$ cat src/rtl/mem_refill_arbiter_pkg.sv
// mem_refill_arbiter_pkg
//   Shared definitions for the refill arbiter: FSM state encoding, one-hot
//   owner codes and the burst-length derivation used by the beat counters.
package mem_refill_arbiter_pkg;

  typedef enum logic {
    ST_IDLE  = 1'b0,
    ST_BURST = 1'b1
  } arb_state_e;

  localparam logic [1:0] OWN_NONE = 2'b00;
  localparam logic [1:0] OWN_REQ0 = 2'b01;
  localparam logic [1:0] OWN_REQ1 = 2'b10;

  // Beats per burst for a given log2 burst length.
  function automatic int unsigned burst_beats(input int unsigned len_width);
    return 32'd1 << len_width;
  endfunction

endpackage

$ cat src/rtl/mem_refill_arbiter_counter.sv
// arb_burst_counter
//   WIDTH-bit beat counter, wraps modulo 2**WIDTH.
//   Ports:
//     clk     clock
//     rst     synchronous active-high reset
//     clr_i   synchronous clear (wins over inc_i)
//     inc_i   count one beat
//     last_o  current count is the final beat of a burst
module arb_burst_counter
  import mem_refill_arbiter_pkg::*;
#(
  parameter int unsigned WIDTH = 4
) (
  input  logic clk,
  input  logic rst,
  input  logic clr_i,
  input  logic inc_i,
  output logic last_o
);

  localparam logic [WIDTH-1:0] LAST_BEAT = WIDTH'(burst_beats(WIDTH) - 1);

  logic [WIDTH-1:0] cnt_q, cnt_d;

  always_comb begin
    cnt_d = cnt_q;
    if (clr_i) begin
      cnt_d = '0;
    end else if (inc_i) begin
      cnt_d = cnt_q + WIDTH'(1);
    end
  end

  always_ff @(posedge clk) begin
    if (rst) begin
      cnt_q <= '0;
    end else begin
      cnt_q <= cnt_d;
    end
  end

  assign last_o = (cnt_q == LAST_BEAT);

endmodule

$ cat src/rtl/mem_refill_arbiter.sv
// mem_refill_arbiter
//   Shares one memory refill channel between a D-cache (req0) and an
//   I-cache (req1). The channel is locked to one owner for a whole burst of
//   2**BURST_LEN_WIDTH address beats and the same number of data beats;
//   returned data is routed to the owner only. All channels are valid/busy
//   point-to-point: a beat moves when valid && !busy.
//   Ports:
//     clk, rst                      clock, synchronous active-high reset
//     req{0,1}_addr_{valid,busy,data}   requester address channels
//     req{0,1}_data_{valid,busy,data}   refill data toward requesters
//     mem_addr_{valid,busy,data}    address channel toward memory
//     mem_data_{valid,busy,data}    data channel from memory
//     arb_owner                     one-hot owner, 00 when idle
//   Build option:
//     MEM_ARB_ROUND_ROBIN_EN  alternate priority between requesters at each
//                             burst end; otherwise req0 always wins ties.
module mem_refill_arbiter
  import mem_refill_arbiter_pkg::*;
#(
  parameter int unsigned ADDR_WIDTH      = 32,
  parameter int unsigned DATA_WIDTH      = 64,
  parameter int unsigned BURST_LEN_WIDTH = 4
) (
  input  logic                  clk,
  input  logic                  rst,
  input  logic                  req0_addr_valid,
  output logic                  req0_addr_busy,
  input  logic [ADDR_WIDTH-1:0] req0_addr_data,
  output logic                  req0_data_valid,
  input  logic                  req0_data_busy,
  output logic [DATA_WIDTH-1:0] req0_data_data,
  input  logic                  req1_addr_valid,
  output logic                  req1_addr_busy,
  input  logic [ADDR_WIDTH-1:0] req1_addr_data,
  output logic                  req1_data_valid,
  input  logic                  req1_data_busy,
  output logic [DATA_WIDTH-1:0] req1_data_data,
  output logic                  mem_addr_valid,
  input  logic                  mem_addr_busy,
  output logic [ADDR_WIDTH-1:0] mem_addr_data,
  input  logic                  mem_data_valid,
  output logic                  mem_data_busy,
  input  logic [DATA_WIDTH-1:0] mem_data_data,
  output logic [1:0]            arb_owner
);

  arb_state_e state_q, state_d;
  logic [1:0] owner_q, owner_d;
  logic       addr_done_q, addr_done_d;
  logic [1:0] grant;

  logic own0, own1;
  logic own_addr_valid, own_data_busy;
  logic addr_xfer, data_xfer, addr_last, data_last, burst_end;

`ifdef MEM_ARB_ROUND_ROBIN_EN
  // rr_q = 1 favours req1 on a tie.
  logic rr_q, rr_d;

  always_comb begin
    if (req0_addr_valid && req1_addr_valid) begin
      grant = rr_q ? OWN_REQ1 : OWN_REQ0;
    end else begin
      grant = req0_addr_valid ? OWN_REQ0 : OWN_REQ1;
    end
  end
`else
  assign grant = req0_addr_valid ? OWN_REQ0 : OWN_REQ1;
`endif

  assign own0 = (state_q == ST_BURST) && (owner_q == OWN_REQ0);
  assign own1 = (state_q == ST_BURST) && (owner_q == OWN_REQ1);

  assign own_addr_valid = (own0 && req0_addr_valid) || (own1 && req1_addr_valid);
  assign own_data_busy  = (own0 && req0_data_busy)  || (own1 && req1_data_busy);

  // Once all address beats of the burst are sent, further owner beats are
  // held off until the burst closes.
  assign mem_addr_valid = own_addr_valid && !addr_done_q;
  assign mem_addr_data  = own0 ? req0_addr_data : (own1 ? req1_addr_data : '0);
  assign req0_addr_busy = own0 ? (mem_addr_busy || addr_done_q) : 1'b1;
  assign req1_addr_busy = own1 ? (mem_addr_busy || addr_done_q) : 1'b1;

  // Without an owner, memory data is stalled rather than dropped.
  assign mem_data_busy   = (own0 || own1) ? own_data_busy : 1'b1;
  assign req0_data_valid = own0 && mem_data_valid;
  assign req1_data_valid = own1 && mem_data_valid;
  assign req0_data_data  = own0 ? mem_data_data : '0;
  assign req1_data_data  = own1 ? mem_data_data : '0;

  assign arb_owner = owner_q;

  assign addr_xfer = mem_addr_valid && !mem_addr_busy;
  assign data_xfer = (own0 || own1) && mem_data_valid && !own_data_busy;
  assign burst_end = data_xfer && data_last;

  arb_burst_counter #(.WIDTH(BURST_LEN_WIDTH)) u_addr_cnt (
    .clk    (clk),
    .rst    (rst),
    .clr_i  (burst_end),
    .inc_i  (addr_xfer),
    .last_o (addr_last)
  );

  arb_burst_counter #(.WIDTH(BURST_LEN_WIDTH)) u_data_cnt (
    .clk    (clk),
    .rst    (rst),
    .clr_i  (burst_end),
    .inc_i  (data_xfer),
    .last_o (data_last)
  );

  always_comb begin
    state_d     = state_q;
    owner_d     = owner_q;
    addr_done_d = addr_done_q;
`ifdef MEM_ARB_ROUND_ROBIN_EN
    rr_d        = rr_q;
`endif
    if (state_q == ST_IDLE) begin
      if (req0_addr_valid || req1_addr_valid) begin
        state_d = ST_BURST;
        owner_d = grant;
      end
    end else begin
      if (addr_xfer && addr_last) begin
        addr_done_d = 1'b1;
      end
      if (burst_end) begin
        state_d     = ST_IDLE;
        owner_d     = OWN_NONE;
        addr_done_d = 1'b0;
`ifdef MEM_ARB_ROUND_ROBIN_EN
        rr_d        = (owner_q == OWN_REQ0);
`endif
      end
    end
  end

  always_ff @(posedge clk) begin
    if (rst) begin
      state_q     <= ST_IDLE;
      owner_q     <= OWN_NONE;
      addr_done_q <= 1'b0;
`ifdef MEM_ARB_ROUND_ROBIN_EN
      rr_q        <= 1'b0;
`endif
    end else begin
      state_q     <= state_d;
      owner_q     <= owner_d;
      addr_done_q <= addr_done_d;
`ifdef MEM_ARB_ROUND_ROBIN_EN
      rr_q        <= rr_d;
`endif
    end
  end

endmodule

$ cat config.mk
export PLATFORM = sky130hd
export DESIGN_NAME = mem_refill_arbiter
export DESIGN_NICKNAME = d
export VERILOG_FILES = /design/src/rtl/mem_refill_arbiter_pkg.sv /design/src/rtl/mem_refill_arbiter_counter.sv /design/src/rtl/mem_refill_arbiter.sv
export SDC_FILE = /design/constraint.sdc
export NUM_CORES = 1
export LEC_CHECK = 0
export CAP_MARGIN = 40
export CORE_AREA = 2 2 118 120
export CTS_CLUSTER_DIAMETER = 80
export DETAILED_ROUTE_END_ITERATION = 6
export DIE_AREA = 0 0 120 122
export GPL_ROUTABILITY_DRIVEN = 0
export SKIP_LAST_GASP = 1
export SLEW_MARGIN = 20
export SYNTH_ARGS = -nofsm -noshare
export SYNTH_HDL_FRONTEND = slang
export SYNTH_HIERARCHICAL = 1
export SYNTH_SLANG_ARGS = --single-unit
export TNS_END_PERCENT = 1
$ cat constraint.sdc
create_clock -name clk -period 4.4 [get_ports clk]
set_clock_uncertainty 0.05 [all_clocks]
set_input_delay 0.66 -clock clk [delete_from_list [all_inputs] [get_ports clk]]
set_output_delay 0.66 -clock clk [all_outputs]
set_load 0.02 [all_outputs]
== Word-level counts from Yosys, hierarchy flattened ==
Index checks and enable logic that the tools add are counted.

* Add/sub/neg operators: 2
* Eq/ne operators: 5
* Multiplexer cells: 16
* Reduce and logical (&&, ||, !) cells: 27

{| class="wikitable"
|+ Operators by type and width
! operator !! count
|-
| two-way mux 64 bit || 2
|-
| two-way mux 32 bit || 2
|-
| logical AND 1 bit || 14
|-
| adder 4 x 1 -> 4 bit (second input constant) || 2
|-
| == test 4 bit (second input constant) || 2
|-
| two-way mux 1 bit || 8
|-
| two-way mux 2 bit || 4
|-
| logical OR 1 bit || 5
|-
| AND reduction 2 bit || 2
|-
| nonzero test 2 bit || 2
|-
| logical NOT 1 bit || 3
|-
| == test 2 x 1 -> 1 bit (second input constant) || 1
|-
| == test 2 bit (second input constant) || 1
|-
| inequality test 2 x 1 -> 1 bit (second input constant) || 1
|-
| OR reduction 2 bit || 1
|}

* Flip-flop bits (word level): 12
* Input bits: 136
* Output and inout port bits: 168
* Logic and storage cells: 55

== Logic depth before layout (Yosys ltp) ==
* Depth in word-level cells: 9
* Depth in mapped cells: 6
* Mapped depth without buffers: 5

== By module ==
Netlist, hierarchy kept.

{| class="wikitable"
|+ By module, submodules not included
! module !! instances !! cells each !! area an instance (sq um) !! seq. area each (sq um)
|-
| mem_refill_arbiter || 1 || 219 || 1,496.4 || 80.1
|-
| arb_burst_counter || 2 || 18 || 183.9 || 80.1
|}

== Worst setup path before layout ==
No wires, ideal clock.

* Path kind: register -> output
* Start point: register owner_q[0], in the netlist arb_owner[0]
* End point: output mem_addr_data[10]
* Arrival time: 1.344 ns
* Data required time: 3.690 ns
* Path slack: 2.346 ns
* Cell stages (with the launch flop): 6
* Cell sequence: dfxtp_1 -> and3b_1 -> buf_6 -> buf_6 -> buf_6 -> a22o_1

* Word-level cells in the longest chain between the ends: 4

{| class="wikitable"
|+ Ends and longest elaborated chain
! what !! line !! text
|-
| start, declared || mem_refill_arbiter.sv:48 || <nowiki>logic [1:0] owner_q, owner_d;</nowiki>
|-
| start signal, assigned || mem_refill_arbiter.sv:150 || <nowiki>owner_q <= owner_d;</nowiki>
|-
| == test 2 bit || mem_refill_arbiter.sv:72 || <nowiki>assign own1 = (state_q == ST_BURST) && (owner_q == OWN_REQ1);</nowiki>
|-
| logical AND 1 bit || mem_refill_arbiter.sv:72 ||
|-
| two-way mux 32 bit || mem_refill_arbiter.sv:80 || <nowiki>assign mem_addr_data = own0 ? req0_addr_data : (own1 ? req1_addr_data : '0);</nowiki>
|-
| two-way mux 32 bit * || mem_refill_arbiter.sv:80 ||
|-
| end, declared || mem_refill_arbiter.sv:40 || <nowiki>output logic [ADDR_WIDTH-1:0] mem_addr_data,</nowiki>
|}

Mark *: on every way between the ends. The rest lies on a longest branch, timed or not.

== Final worst setup path ==
* Start point: register state_q
* End point: output mem_addr_data[27]

* Word-level cells in the longest chain between the ends: 3

{| class="wikitable"
|+ Ends and longest elaborated chain
! what !! line !! text
|-
| start, declared || mem_refill_arbiter.sv:47 || <nowiki>arb_state_e state_q, state_d;</nowiki>
|-
| start signal, assigned || mem_refill_arbiter.sv:149 || <nowiki>state_q <= state_d;</nowiki>
|-
| logical AND 1 bit || mem_refill_arbiter.sv:72 ||
|-
| two-way mux 32 bit || mem_refill_arbiter.sv:80 ||
|-
| two-way mux 32 bit * || mem_refill_arbiter.sv:80 ||
|}

Marked as above.

==> results.toml <==
[global_routing]
grt_first_pass_wirelength_mm = 15.6
antenna_found_initial = 0
grt_max_degree = 59
first_global_vias = 2656
globalRouteTotalUtil = 0.133
grt_overflow = 0

[synthesis]
seq_area_frac_synth = 0.129
syn_nets = 393
synth_seq_cells = 12
ys_warn_count = 6
synth_cell_type_count = 33
postSynthAreaPerCell_um2 = 7.31
syn_area_mm2 = 0.00186
synth_cells = 255

[critical_path]
path_cells = "nand2_1, nor2_4, buf_12, a22o_1, clkdlybuf4s50_1"
endpoint = "mem_addr_data[27]"
end_kind = "output pin"
crit_slowest_cell = "clkdlybuf4s50_1"
critPathArrivalTime_ps = 2450
reg2reg_setup_slack_ps = 2360
r2r_start = "state_q"
path_class = "flip-flop to output pin"
cp-start-kind = "flip-flop"
crit_start = "state_q"
r2r-end = "u_addr_cnt/cnt_q[3]"
crit_path_max_fanout = 58
worst-endpoint-required_ps = 3690
ff2ff_path_depth = 5
cpPeakStageDelay_ps = 620

[cells_and_area]
final_cell_count_no_fill = 724
num_antenna_cells = 0
drive_gt1_frac = 0.0276
multi_input_area_mm2 = 0.00149
design_area_mm2 = 0.00517
register_area_um2 = 240
fillCellCount = 1365
area.growth.synth_to_final_pct = 177
nets = 683

[place]
numPortBuffers = 303
dpl.cell_count = 718
dpl_cell_area_mm2 = 0.00503
hpwl_mm = 9.21

[flow_run]
maxCapViolCount = 0

[sta]
layout_worst_path_cycle_share = 0.718
max_slew_margin = 0.594
setup_viol = 0
finalMaxSlewViolations = 0
post-route-min-period_ps = 3160
rsz0062_at_grt = "false"
tns_ps = 0
fmax_mhz = 317
hold_viol = 0
worst_pin_slew_ps = 605

[floorplan]
top_level_ports = 304
die_height_um = 122
dieArea_mm2 = 0.0146
core-area_mm2 = 0.0135
initial_core_util = 0.138
rows = 43
die_width_um = 120

[clocking]
clk_latency_ps = 240
cts_hold_buf = 0
cts_resized = 0
cts-root-buf = "clkbuf_16"
numCtsBuffers = 3
ctsLongestPathBuffers = 2
postCtsSetupRepairBufs = 0
cts_tree = "yes"
ctsHtreeMaxLevel = 1
clk_pin_slew_ps = 50
cts.sinks = 12

[detailed_routing]
wirelength_mm = 11.2
antenna_left = 0
routedWlPerCell_um = 15.5
via_per_inst = 4.03
drt_pass1_iterations = 4
num_vias = 2918
route.detailed.drc = 0
drt_iter0_drc = 159

[worst_hold_path]
hold_path_class = "flip-flop to flip-flop"

[status]
status = "finished, final reports clean"

[pwr]
ir_drop_mv = 0.155
leakage_nw = 1.94
powerDensity_mw_per_mm2 = 120
worst max-delay path: cells and delay by family (launching register included):
kind	cells	cell delay, ps
flip-flops	1	520
buffers and inverters	2	910
AO/OA/AOI/OAI	1	220
AND/OR/NAND/NOR	2	540
logic make-up after synthesis:
group / count (synthesis) / synth area share
AO/OA/AOI/OAI: 43 / 0.193
XOR/XNOR: 2 / 0.00940
adder cells (fa/ha/maj): 2 / 0.0134
buffers and inverters: 24 / 0.0738
flip-flops: 12 / 0.129
multiplexers: 4 / 0.0228
AND/OR/NAND/NOR: 168 / 0.558
registers in the layout, indices dropped and copies added (netlist names):
name	cells
u_data_cnt/cnt_q	4
addr_done_q	1
state_q	1
u_addr_cnt/cnt_q	4
arb_owner	2
cell usage after synthesis:
master / count / share of area
clkbuf_1: 10 / 0.020
a22o_1: 32 / 0.15
inv_1: 2 / 0.0040
xnor2_1: 2 / 0.0094
mux2i_1: 2 / 0.011
ha_1: 2 / 0.013
and3b_1: 1 / 0.0047
nand4_1: 2 / 0.0067
and3_1: 3 / 0.010
buf_2: 5 / 0.013
nor3_1: 6 / 0.016
a211oi_1: 1 / 0.0040
nand2_1: 4 / 0.0081
o2111a_1: 1 / 0.0060
nor2_4: 1 / 0.0060
nor2b_1: 1 / 0.0034
nor2_1: 7 / 0.014
dfxtp_1: 12 / 0.13
buf_4: 3 / 0.012
buf_6: 4 / 0.024
nor3b_1: 4 / 0.016
and4b_1: 2 / 0.011
o31ai_1: 1 / 0.0040
a21bo_2: 2 / 0.011
and2_1: 130 / 0.44
nand4b_1: 1 / 0.0047
nand3b_1: 2 / 0.0081
mux2_1: 2 / 0.012
nand2b_1: 1 / 0.0034
o221ai_1: 1 / 0.0047
a21oi_1: 3 / 0.0081
o21ai_0: 2 / 0.0054
or2_2: 3 / 0.010
metrics by stage:
step / hold slack [ps] / total power, mW / setup slack, ps / util
floorplan: 403 / 0.223 / 2350 / -
global placement: 431 / 0.434 / 1220 / 0.373
detailed placement: 442 / 0.435 / 1170 / 0.373
CTS: 450 / 0.623 / 896 / 0.379
global route: 469 / 0.651 / 1110 / 0.383
finish: 444 / 0.622 / 1240 / 0.383
worst min path at each step:
stage / startpoint / end / slack [ps] / depth (start not counted)
after detailed placement: addr_done_q / addr_done_q / 440 / 2
final: addr_done_q / addr_done_q / 440 / 2
after CTS: addr_done_q / addr_done_q / 450 / 2
after global placement: addr_done_q / addr_done_q / 430 / 2
after floorplan: addr_done_q / addr_done_q / 400 / 2
after global routing: addr_done_q / addr_done_q / 470 / 2
cell usage in the layout, fill, tap and decap left out, types with 3 or more instances in the layout:
cell type	count
or2_2	3
nor3b_1	4
buf_12	3
nor3_1	6
clkdlybuf4s50_1	303
nand2_1	4
a21oi_1	3
and3_1	3
clkbuf_16	3
and2_1	130
a22o_1	32
dfxtp_1	12
nor2_1	7
cell type report:
cell class                      instances  share of cell area
Clock buffer                            4              0.0172
Inverter                                2             0.00145
Multi-Input combinational cell        219               0.288
Sequential cell                        12              0.0465
Tap cell                              180              0.0436
Timing Repair Buffer                  307               0.604
metal layers:
layer	routed length, um	GRT usage	up-vias
met5	0	0	-
met3	848	0.0281	6
met1	4630	0.174	1339
met2	5640	0.230	132
li1	-	-	1441
met4	89	0.0191	0
where the power goes:
part,leakage (nW),total [mW],switching (mW),internal (mW)
registers,0.0974,0.116,0.00491,0.111
logic,1.80,0.320,0.122,0.198
clock network,0.0442,0.185,0.0481,0.137
total,1.94,0.622,0.176,0.446
Power figures use the tool's default switching activity.
==> RTL edit 1: new RTL, same settings <==
Put a register stage on the output `req1_data_data`. The value now appears one clock later. The other outputs are not delayed to match.
--- a/src/rtl/mem_refill_arbiter.sv
+++ b/src/rtl/mem_refill_arbiter.sv
@@ -86,7 +86,9 @@
   assign req0_data_valid = own0 && mem_data_valid;
   assign req1_data_valid = own1 && mem_data_valid;
   assign req0_data_data  = own0 ? mem_data_data : '0;
-  assign req1_data_data  = own1 ? mem_data_data : '0;
+  always_ff @(posedge clk) begin
+    req1_data_data <= own1 ? mem_data_data : '0;
+  end
 
   assign arb_owner = owner_q;
 
Check against the original RTL: not equivalent (Yosys sat finds a counterexample within 4 cycles, from zero or initial values and one cycle with rst high).
==> RTL edit 1 against the original RTL <==
- final area increased by 28%
- total power grew to 2.9 times the old value
- global-route usage increased by 2.8 points
- count of clock-buffer cells in the layout rose by 9
- wire length is 8.2% higher
- fmax is 3.5% higher
- setup slack better by 0.11 ns
- sequential cell count is 64 higher
- synthesized area is 70% higher
- critical path type unchanged
- critical endpoint is now mem_addr_data[7]
- largest power group is now clock
==> RTL edit 1: results (changes against the original RTL) <==
Drt
  • DR pass1 iterations: 5 (+1)
  • 1st-iter DRT viols: 127 (-20%)
  • WL/cell: 15.1 microns (-2.4%)
  • WL final: 12,100 microns (+8.2%)
  • Via count: 3,363 (+15%)

Logic synthesis
  • Syn_nets: 458 (+17%)
  • Top cells by area, synth: dfxtp_1 48%, and2_1 26%, a22o_1 8.9%, clkbuf_2 2.1%, buf_6 1.1%
  • Yosys warnings: 6 (unchanged)
  • Yosys cell types: 35 (+6.1%)
  • Sequential area share after synthesis: 0.481 (+0.352)
  • Synth cell count leaders: 130 x and2_1, 76 x dfxtp_1, 32 x a22o_1

Final layout
  • Layout cells sized above 1: 0.0449 (+0.0174)
  • Fill count: 1,269 (-7.0%)
  • Nets: 756 (+11%)

Min path
  • Hold depth: 2 (unchanged)

Pwr
  • VDD IR max: 0.167 mV (+7.8%)
  • Leak pwr: 2.56 nW (+32%)

Global route
  • Global-route wire length before repair: 18,000 microns (+15%)
  • All-layer global routing usage: 0.161 (+0.0278)
  • Largest net degree at the start of global routing: 51 (-14%)
  • Number of global-route vias before repair: 3,239 (+22%)

Clock tree
  • H-tree levels: 3 (+2)
  • Worst-Skew Late Latency: 0.33 ns (+0.09 ns)
  • CTS buffer count: 9 (+6)

Placement
  • Placed Cells: 787 (+9.6%)
  • Post-DP Area: 6330 sq um (+26%)
  • DP HPWL: 9650 microns (+4.7%)

Critical path
  • CP max FO: 49 (-16%)
  • Reg2Reg Launch Point: arb_owner[1]
  • Worst path max stage delay: 0.63 ns

Outcome
  • Status: finished clean
-- RTL edit 1: cell count changes after synthesis, moves of 3 or more --
cell and change:
clkbuf_2 +13, buf_4 -3, clkbuf_1 -10, dfxtp_1 +64
-- RTL edit 1: stage by stage --
step	utilization	hold WS [ns]	setup slack [ns]
floorplan	-	0.403	2.34
global placement	0.468	0.434	1.52
detailed placement	0.468	0.437	1.51
CTS	0.492	0.446	1.31
global route	0.492	0.474	1.19
finish	0.492	0.444	1.35
-- RTL edit 1: where the power goes --
| part | switching (W) | internal [W] |
|---|---|---|
| registers | 0.00000702 | 0.000700 |
| clock network | 0.000271 | 0.000485 |
| logic | 0.000124 | 0.000196 |
-- RTL edit 1: area by class of cell --
type / instances / area, sq um / area share
clock inverter: 3 / 43.8 / 0.00660
inverter: 3 / 11.3 / 0.00170
timing repair buffer: 308 / 3070 / 0.462
multi-input combinational: 220 / 1500 / 0.226
tap: 180 / 225 / 0.0339
clock buffer: 13 / 270 / 0.0407
sequential: 76 / 1520 / 0.229
-- RTL edit 1: routing by layer --
metal	share of wire	global-route usage	wire, microns	vias to the layer above
met5	0	0	0	-
met4	0.0078	0.0382	95	0
met3	0.084	0.0721	1010	8
met2	0.51	0.274	6190	154
met1	0.40	0.185	4830	1538
li1	-	-	-	1663
-- RTL edit 1: worst min-delay path: stages (launching register included) --
cell,delay [ns]
dfxtp_1,0.33
inv_1,0.06
a211oi_1,0.05
-- RTL edit 1: cells by family (layout without fill, tap and decap cells) --
logic type,after synthesis,count (layout),share of synthesized area
and+or+nand+nor,167,167,0.327
DFF,76,76,0.481
AOI/OAI and AO/OA,45,45,0.119
buffers and inverters,24,327,0.0459
muxes,4,4,0.0134
adders and majority gates,2,2,0.00791
xor gates and xnor gates,2,2,0.00554
==> RTL edit 2: new RTL, same flow settings <==
Without the edit above. Change the parameter `ADDR_WIDTH` from 32 to 16.
--- a/src/rtl/mem_refill_arbiter.sv
+++ b/src/rtl/mem_refill_arbiter.sv
@@ -17,7 +17,7 @@
 module mem_refill_arbiter
   import mem_refill_arbiter_pkg::*;
 #(
-  parameter int unsigned ADDR_WIDTH      = 32,
+  parameter int unsigned ADDR_WIDTH      = 16,
   parameter int unsigned DATA_WIDTH      = 64,
   parameter int unsigned BURST_LEN_WIDTH = 4
 ) (
Interface: changed (resized mem_addr_data, req0_addr_data and req1_addr_data); port bits go from 304 to 256. No check against the original RTL was run, so the function may have changed too.
==> RTL edit 2 against the original RTL <==
- count of clock-buffer cells in the layout unchanged
- fmax down 1.4%
- setup slack worse by 0.044 ns
- synthesized area decreased by 8.0%
- largest power group unchanged
- largest cell class unchanged
- total power fell by 9.9%
- global-route usage down 0.37 points
- final area shrank 13%
- critical endpoint is now mem_addr_data[0]
- sequential cell count did not move
- sequential power hardly changed
- non-clock buffer count shrank 50
- wire length decreased by 6.0%
==> RTL edit 2: results (changes against the original RTL) <==
Outcome
  • Status: finished clean

Global route
  • Routing usage on met2: 0.262 (+0.0320)
  • Met3 GRT Util: 0.0243 (-0.00375)
  • All-layer global routing usage: 0.129 (-0.00372)
  • Initial antenna violation count: 1 (+1)
  • GR Util met1: 0.143 (-0.0306)
  • Number of global-route vias before repair: 2,345 (-12%)
  • Largest net degree at the start of global routing: 83 (+41%)
  • Global-route wire length before repair: 14,700 microns (-5.6%)

Pwr
  • VDD IR max: 0.188 mV (+21%)
  • Leak pwr: 1.68 nW (-14%)
  • Tot Pwr: 0.000560 W (-9.9%)
  • Switching pwr: 0.000156 W (-11%)
  • Sequential power: 0.000116 W (about the same)
  • Clk pwr: about 0.00018 W

Clock tree
  • CTS max path bufs: 2 (unchanged)
  • Postcts setup bufs: 0 (unchanged)
  • CTS buffer count: 3 (unchanged)
  • Worst-Skew Late Latency: 0.24 ns (about the same)
  • H-tree levels: 1 (unchanged)
  • CTS root buf: clkbuf_16
  • Resized Gates After CTS: 0 (unchanged)

Critical path
  • Worst path max stage delay: 0.62 ns (about the same)
  • Crit-path leading delay family: buffers and inverters
  • CP max FO: 82 (+41%)
  • Slowest cell on crit path: clkdlybuf4s50_1

Logic synthesis
  • Syn Inst Count: 235 (-7.8%)
  • Syn_nets: 341 (-13%)
  • Yosys cell types: 34 (+3.0%)
  • Sequential area share after synthesis: 0.140 (+0.0112)
  • Synth cell count leaders: 130 x and2_1, 16 x a22o_1, 12 x dfxtp_1
  • Ys async rst share: 0 (unchanged)
  • Top cells by area, synth: and2_1 47%, dfxtp_1 14%, a22o_1 8.2%, clkbuf_2 3.2%, buf_6 2.0%
  • Synth Flop Type: dfxtp_1

Placement
  • PortBufs: 255 (-16%)
  • DP HPWL: 8770 microns (-4.8%)

Drt
  • 1st-iter DRT viols: 76 (-52%)
  • Via count: 2,524 (-14%)
  • Routed met3 length: 643 microns (-24%)
  • DR WL met2: 5750 microns (+1.8%)
  • Top sig layer: met5
  • WL/cell: 16.0 microns (+3.5%)
  • Wire length on met1: 4100 microns (-11%)
  • DR pass1 iterations: 4 (unchanged)

Final layout
  • # diodes: 0 (unchanged)
  • Layout cells sized above 1: 0.0335 (+0.00590)
  • Nets: 585 (-14%)

Min path
  • Hold Path Class: flop to flop

STA
  • Slew @ Worst Pin: 0.699 ns (+0.0948 ns)
RTL edit 2: cell types whose count changed after synthesis, sizes merged:
cell | unedited run | this run
clkbuf | 10 | 11
buf | 12 | 7
a22o | 32 | 16
RTL edit 2: area by class of cell:
cell class	instances	area, sq um
repair buffers	257	2580
clock buffers	4	88.8
well taps	180	225
multi-input cells	203	1360
flip-flops and latches	12	240
inverters	2	7.51
fillers	1389	9010
RTL edit 2: through the flow:
| stage | std cells | hold WS (ns) | instance area, sq um | worst slack (ns) | util |
|---|---|---|---|---|---|
| floorplan | 235 | 0.412 | 1720 | 2.42 | - |
| global placement | 654 | 0.457 | 4410 | 1.47 | 0.326 |
| detailed placement | 654 | 0.458 | 4410 | 1.43 | 0.326 |
| CTS | 658 | 0.466 | 4500 | 1.19 | 0.333 |
| global route | 658 | 0.497 | 4500 | 1.01 | 0.333 |
| finish | 658 | 0.458 | 4500 | 1.20 | 0.333 |
RTL edit 2: cell families after synthesis:
| family | synth area share |
|---|---|
| and+or+nand+nor | 0.608 |
| AOI/OAI and AO/OA | 0.132 |
| buffers and inverters | 0.0707 |
| DFF | 0.140 |
| muxes | 0.0248 |
| xor gates and xnor gates | 0.0102 |
| adders and majority gates | 0.0146 |
RTL edit 2: path summary, 6_finish.rpt:
kind	to	depth (start not counted)	slack, ns	start
worst min-delay path	addr_done_q	2	0.46	addr_done_q
worst min register to register	addr_done_q	2	0.46	addr_done_q
worst max-delay path	mem_addr_data[0]	5	1.20	state_q
worst max register to register	u_addr_cnt/cnt_q[3]	5	2.34	state_q
RTL edit 2: worst register-to-register path: stages, from the launching register on:
cell and delay, ns:
dfxtp_1 0.51, and4b_2 0.30, nor2_1 0.07, nor3_1 0.48, nand4_1 0.19, mux2_1 0.35
